### src/rtl/score_keeper.sv
// score_keeper: game-score accumulator and game-state FSM feeding the score display.
// Turns hit/miss/start level inputs into edge-detected events. Keeps an 8-bit saturating
// score with a combo bonus, a lives counter and the IDLE/PLAYING/GAME_OVER state.
// Optional feature: define SCORE_KEEPER_HIGH_SCORE_EN to add a persistent high_score output.
module score_keeper #(
  parameter int unsigned MAX_SCORE  = 255,
  parameter int unsigned LIVES_INIT = 3,
  parameter int unsigned POINTS_HIT = 1,
  parameter int unsigned COMBO_LEN  = 4
) (
  input  logic       clk,
  input  logic       resetn,
  input  logic       start,
  input  logic       hit,
  input  logic       miss,
  output logic [7:0] score,
  output logic [1:0] lives,
  output logic       playing,
`ifdef SCORE_KEEPER_HIGH_SCORE_EN
  output logic       game_over,
  output logic [7:0] high_score
`else
  output logic       game_over
`endif
);

  localparam int unsigned CW = (COMBO_LEN < 1) ? 1 : $clog2(COMBO_LEN + 1);

  localparam logic [8:0]    MaxScore9 = 9'(MAX_SCORE);
  localparam logic [8:0]    IncSingle = 9'(POINTS_HIT);
  localparam logic [8:0]    IncDouble = 9'(2 * POINTS_HIT);
  localparam logic [CW-1:0] ComboMax  = CW'(COMBO_LEN);
  localparam logic [1:0]    LivesInit = 2'(LIVES_INIT);

  typedef enum logic [1:0] {
    StIdle     = 2'd0,
    StPlaying  = 2'd1,
    StGameOver = 2'd2
  } state_e;

  state_e        state_q, state_d;
  logic [7:0]    score_q, score_d;
  logic [1:0]    lives_q, lives_d;
  logic [CW-1:0] combo_q, combo_d;

  logic start_prev_q, hit_prev_q, miss_prev_q;
  logic start_edge, hit_edge, miss_edge;

  logic [8:0] inc;
  logic [8:0] sum;

  // A level held high yields exactly one event on its first sampled cycle.
  assign start_edge = start & ~start_prev_q;
  assign hit_edge   = hit & ~hit_prev_q;
  assign miss_edge  = miss & ~miss_prev_q;

  // Score arithmetic is done in 9 bits so the saturation compare sees any carry out.
  assign inc = (combo_q == ComboMax) ? IncDouble : IncSingle;
  assign sum = {1'b0, score_q} + inc;

  // Previous-sample registers for the edge detectors.
  always_ff @(posedge clk) begin
    if (!resetn) begin
      start_prev_q <= 1'b0;
      hit_prev_q   <= 1'b0;
      miss_prev_q  <= 1'b0;
    end else begin
      start_prev_q <= start;
      hit_prev_q   <= hit;
      miss_prev_q  <= miss;
    end
  end

  // Next-state logic: start beats miss, miss beats hit.
  always_comb begin
    state_d = state_q;
    score_d = score_q;
    lives_d = lives_q;
    combo_d = combo_q;
    case (state_q)
      StIdle, StGameOver: begin
        if (start_edge) begin
          state_d = StPlaying;
          score_d = 8'd0;
          lives_d = LivesInit;
          combo_d = '0;
        end
      end
      StPlaying: begin
        if (start_edge) begin
          score_d = 8'd0;
          lives_d = LivesInit;
          combo_d = '0;
        end else if (miss_edge) begin
          combo_d = '0;
          if (lives_q <= 2'd1) begin
            lives_d = 2'd0;
            state_d = StGameOver;
          end else begin
            lives_d = lives_q - 2'd1;
          end
        end else if (hit_edge) begin
          score_d = (sum > MaxScore9) ? MaxScore9[7:0] : sum[7:0];
          combo_d = (combo_q >= ComboMax) ? ComboMax : combo_q + CW'(1);
        end
      end
      default: begin
        state_d = StIdle;
      end
    endcase
  end

  // Game state registers.
  always_ff @(posedge clk) begin
    if (!resetn) begin
      state_q <= StIdle;
      score_q <= 8'd0;
      lives_q <= 2'd0;
      combo_q <= '0;
    end else begin
      state_q <= state_d;
      score_q <= score_d;
      lives_q <= lives_d;
      combo_q <= combo_d;
    end
  end

  assign score     = score_q;
  assign lives     = lives_q;
  assign playing   = (state_q == StPlaying);
  assign game_over = (state_q == StGameOver);

`ifdef SCORE_KEEPER_HIGH_SCORE_EN
  logic [7:0] high_score_q, high_score_d;
  logic       enter_over;

  // A game ends only on a miss, which leaves score untouched, so score_q is the final score.
  assign enter_over = (state_q != StGameOver) && (state_d == StGameOver);

  // Track the best final score across games.
  always_comb begin
    high_score_d = high_score_q;
    if (enter_over && (score_q > high_score_q)) begin
      high_score_d = score_q;
    end
  end

  // High-score register; survives restarts, cleared only by reset.
  always_ff @(posedge clk) begin
    if (!resetn) begin
      high_score_q <= 8'd0;
    end else begin
      high_score_q <= high_score_d;
    end
  end

  assign high_score = high_score_q;
`endif

endmodule

### config.mk
export PLATFORM = sky130hd
export DESIGN_NAME = score_keeper
export DESIGN_NICKNAME = d
export VERILOG_FILES = /design/src/rtl/score_keeper.sv
export SDC_FILE = /design/constraint.sdc
export NUM_CORES = 1
export LEC_CHECK = 0
export ABC_AREA = 1
export CAP_MARGIN = 10
export CORE_ASPECT_RATIO = 0.7
export CORE_MARGIN = 1
export CORE_UTILIZATION = 37
export CTS_BUF_LIST = sky130_fd_sc_hd__clkbuf_8
export DETAILED_ROUTE_END_ITERATION = 6
export GPL_TIMING_DRIVEN = 0
export SKIP_CTS_REPAIR_TIMING = 1
export SLEW_MARGIN = 20
export SYNTH_ARGS = -nofsm -noshare
export SYNTH_HDL_FRONTEND = slang
export SYNTH_SLANG_ARGS = --single-unit
### constraint.sdc
create_clock -name clk -period 1.9 [get_ports clk]
set_clock_uncertainty 0.05 [all_clocks]
set_input_delay 0.285 -clock clk [delete_from_list [all_inputs] [get_ports clk]]
set_output_delay 0.285 -clock clk [all_outputs]
set_load 0.005 [all_outputs]
* Word level (Yosys, flattened, before mapping)
Cells that the tools add are included.
** Storage, ports and cells
- Register bits :: 18
- Input port bits :: 5
- Logic and storage cells :: 60
** Operators by class
- Add/sub/neg operators :: 3
- Order comparisons :: 3
- Equality and inequality tests :: 11
- Muxes and demuxes :: 23
- Bitwise operators :: 6
- Reduce and logical (&&, ||, !) cells :: 7
** Operators by type and width (count)
- 2-to-1 mux 8 bit :: 5
- 2-to-1 mux 2 bit :: 9
- case mux 8 bit (2 select lines) :: 1
- 2-to-1 mux 3 bit :: 5
- adder 8 x 2 -> 9 bit :: 1
- > comparator 9 x 8 -> 1 bit, second input constant :: 1
- case mux 2 bit (2 select lines) :: 2
- AND reduction 4 bit :: 2
- != test 3 x 1 -> 1 bit, second input constant :: 2
- case mux 3 bit (2 select lines) :: 1
- AND reduction 3 bit :: 2
- != test 2 x 1 -> 1 bit, second input constant :: 2
- != test 2 bit, second input constant :: 2
- != test 4 x 1 -> 1 bit, second input constant :: 1
- adder 3 x 1 -> 3 bit, second input constant :: 1
- bitwise AND 1 bit :: 3
- == test 3 bit, second input constant :: 1
- greater-or-equal comparator 3 bit, second input constant :: 1
- != test 3 bit, second input constant :: 1
- NOT 1 bit :: 3
- == test 2 x 1 -> 1 bit, second input constant :: 1
- == test 2 bit, second input constant :: 1
- <= comparator 2 x 1 -> 1 bit, second input constant :: 1
- logical NOT 2 bit :: 1
- other kinds (3) :: 3

* Depth between registers and ports, before layout
- Depth after elaboration :: 9
- Depth in mapped cells :: 12
- Gate-level depth less buffers :: 12

* Worst setup path before layout
OpenSTA, ideal clock, no wires.
- Path kind :: reg-to-reg
- From :: register combo_q[0]
- To :: register score_q[7], in the netlist score[7]
- Setup time :: 135 ps
- Data arrival time :: 1621 ps
- Required time :: 1715 ps
- Path slack :: 93 ps
- Stages on the path, launching flop included :: 12
- Buffers on the path :: 0
- Clock period less this slack :: 1807 ps
- Path through :: dfxtp_1 inv_1 ha_1 nand2_1 ha_1 fa_1 nand2_2 inv_1 nand2_1 nand4_1 nand3_1 a21oi_1
** On the way
- Word-level cells in the longest chain between the ends :: 9
** Ends and longest elaborated chain
- start, declared :: line 44 : logic [CW-1:0] combo_q, combo_d;
- start signal, assigned :: line 124 : combo_q <= combo_d;
- == test 3 bit * :: line 58 : assign inc = (combo_q == ComboMax) ? IncDouble : IncSingle;
- 2-to-1 mux 2 bit * :: line 58
- adder 8 x 2 -> 9 bit * :: line 59 : assign sum = {1'b0, score_q} + inc;
- > comparator 9 x 8 -> 1 bit :: line 103 : score_d = (sum > MaxScore9) ? MaxScore9[7:0] : sum[7:0];
- 2-to-1 mux 8 bit * :: line 103
- 2-to-1 mux 8 bit * :: line 102 : end else if (hit_edge) begin
- 2-to-1 mux 8 bit * :: line 94 : end else if (miss_edge) begin
- 2-to-1 mux 8 bit * :: line 90 : if (start_edge) begin
- case mux 8 bit (2 select lines) * :: line 80 : case (state_q)
- end signal, assigned :: line 122 : score_q <= score_d;
- end, declared :: line 42 : logic [7:0] score_q, score_d;
Every way passes the cells marked *; elsewhere a longest branch is shown, timed or not. The select of a mux whose other input is x is not followed.
A chain may end at the register's enable or synchronous reset.

* Worst setup path after layout
- From :: register combo_q[1]
- To :: register score_q[3], in the netlist score[3]
Same word-level chain as after synthesis.

==> reports/qor.yml <==
grt:
  grtUsageTotal: 0.1522
  antenna_found_initial: 0
  grt_pass1_vias: 764
  grt_first_pass_wirelength_mm: 3.477
  overflow: 0
  grt_max_degree: 11
worst_setup_path:
  end_kind: "register"
  setup.worst_path.end: "score[3]$_SDFFE_PN0P_"
  path_class: "reg2reg"
  cp.arrival_ns: 1.90
  reg2reg_depth: 11
  worstReg2RegStart: "combo_q[1]$_SDFFE_PN0P_"
  r2r_end: "score[3]$_SDFFE_PN0P_"
  rrSetupSlack_ns: 0.06
  worstSetupStartpointType: "register"
  required_ns: 1.97
  cp-startpoint: "combo_q[1]$_SDFFE_PN0P_"
  critPathMaxFanout: 6
placed_design:
  post-dp-hpwl_mm: 1.591
  io_buffer_count: 16
  place.gp.congestion: 0.7984
timing:
  slew_viol_final: 0
  finalSetupTns_ns: 0
  hold_viol: 0
  slew_headroom: 0.5914
  finalCriticalPeriod_ns: 1.838
  hold_ws_ns: 0.4462
  fmaxAchievable_mhz: 544.1
  rsz0062_at_grt: "yes"
  setup_violations: 0
  tightest_slew_ns: 0.6128
  fin_crit_sh: 0.9674
min_path:
  holdCritPathClass: "reg2reg"
cts:
  cts_max_path_buffers: 2
  ctsHtreeMaxLevel: 1
  path_clk_slew_ns: 0.07
  cts_root_buf: "clkbuf_8"
  numCtsBuffers: 3
  clock_sink_count: 18
  cts_tree: "done"
  clk_latency_ns: 0.25
final_layout:
  fillerInstances: 245
  nets: 181
  final_util: 0.5314
  drive_above_1_share: 0.2249
  diodes: 0
  multi_input_area_um2: 675.6
  register_area_um2: 362.8
  area_delta_synth_final_pct: 29.14
floorplan:
  core_area_um2: 2609
  pin_count: 17
  dieArea_um2: 3124
  die_y_um: 47.07
  placementRows: 15
  initial_core_util: 0.4115
  fp.dieW_um: 66.38
drt:
  wirelength_mm: 2.218
  via_per_inst: 4.695
  vias: 953
  drtPass1Iterations: 4
  drc: 0
  drt_iter0_drc: 38
  drtAntennaViolNets: 0
  avgRoutedWirePerCell_um: 10.93
synth:
  ys_seq_elements: 18
  synth.top_cell.area_share: 0.3357
  synth.avg_cell_area_um2: 7.205
  synth_seq_area_share: 0.3357
  synthCells: 149
  synth_area_um2: 1074
  yosysUniqueCellTypes: 26
  ys_warn_count: 0
  yosys-top-cells-area: "dfxtp_1 34%, nand2_1 16%, inv_1 7.0%, a21oi_1 5.1%, ha_1 4.7%"
  syn_nets: 159
  yosysTopAreaCell: "dfxtp_1"
power:
  cellLeakagePower_uw: 0.0006613
  irDropWorstVdd_mv: 0.3614
  power_density_nw_per_um2: 604.6
outcome:
  outcome: "finished clean"
run:
  max_cap_violations: 0
placed cells by master, fill, tap and decap left out, drive strengths merged:
cell and instances:
or2 1, clkbuf 4, nand4 1, fa 1, buf 1, ha 4
o21ai 6, nor2 14, inv 24, a21oi 13, nand3b 1, nand2 53
nor3 1, o21bai 1, o211ai 1, o31ai 1, clkdlybuf4s50 16, nand3 8
dfxtp 18
critical path: stages (launching register included):
cell and delay (ns):
dfxtp_2 0.33, inv_2 0.07, ha_4 0.14, nand2_4 0.06, ha_4 0.17, fa_2 0.38, nand2_4 0.12, nor2_4 0.06
nand3b_4 0.11, nand3_1 0.08, nand2_1 0.08, a21oi_2 0.05
kinds of logic after synthesis:
group,count (synthesis),synth area share
AND/OR/NAND/NOR,79,0.3881
buffers and inverters,25,0.08740
AO/OA/AOI/OAI,22,0.1235
flip-flops,18,0.3357
adder cells (fa/ha/maj),5,0.06527
cells in the mapped netlist:
master,number
nand2_1,45
inv_1,20
dfxtp_1,18
a21oi_1,11
nor2_1,10
nand3_1,7
nand2_2,5
ha_1,4
inv_2,4
nand2_4,3
o21ai_1,3
a21oi_2,2
nor2_4,2
nor2_8,2
o21ai_2,2
clkbuf_1,1
fa_1,1
nand3_2,1
nand3b_4,1
nand4_1,1
nor3_1,1
o211ai_1,1
o21ai_0,1
o21bai_1,1
o31ai_1,1
or2_0,1
how the worst min path moves through the flow:
stage,slack [ns],cells past startpoint,startpoint,end
final,0.45,2,score[6]$_SDFFE_PN0P_,score[6]$_SDFFE_PN0P_
after global routing,0.47,2,lives[1]$_SDFFE_PN0P_,lives[1]$_SDFFE_PN0P_
after CTS,0.44,2,score[0]$_SDFFE_PN0P_,score[0]$_SDFFE_PN0P_
after detailed placement,0.43,2,score[0]$_SDFFE_PN0P_,score[0]$_SDFFE_PN0P_
after global placement,0.43,2,score[0]$_SDFFE_PN0P_,score[0]$_SDFFE_PN0P_
after floorplan,0.33,2,hit,hit_prev_q$_SDFF_PN0_
layout make-up:
cell class,count,share of cell area
multi-input cells,106,0.4874
flip-flops and latches,18,0.2617
repair buffers,17,0.1209
inverters,24,0.06679
well taps,34,0.03069
clock buffers,3,0.02978
plain buffers,1,0.002708
stage by stage:
stage                     total power (µW)  setup WS (ns)  cells  instance area, µm²
after detailed placement             562.6       -0.08644    199                1276
after CTS                            831.2       -0.09563    202                1318
after global routing                 890.0       -0.02610    203                1386
after global placement               559.3       -0.05692    199                1276
after floorplan                      514.0        0.09327    149                1074
final                                838.2        0.06193    203                1386
where the power goes:
group | switching (µW) | internal [µW]
registers | 12.7 | 396
clock network | 124 | 141
logic | 96.5 | 68.5
total | 233 | 605
sequential cells by signal, indices dropped and copies added (netlist names):
register / count
start_prev_q: 1
miss_prev_q: 1
combo_q: 3
score: 8
lives: 2
hit_prev_q: 1
state_q: 2
per-layer routing:
layer	GRT usage	up-vias	share of wire
met5	0	-	0
met4	0.03830	0	0.0050
met3	0.05097	2	0.040
met2	0.2082	17	0.41
met1	0.2258	429	0.54
li1	-	505	-
No activity file was read; power rests on OpenSTA's default activity.
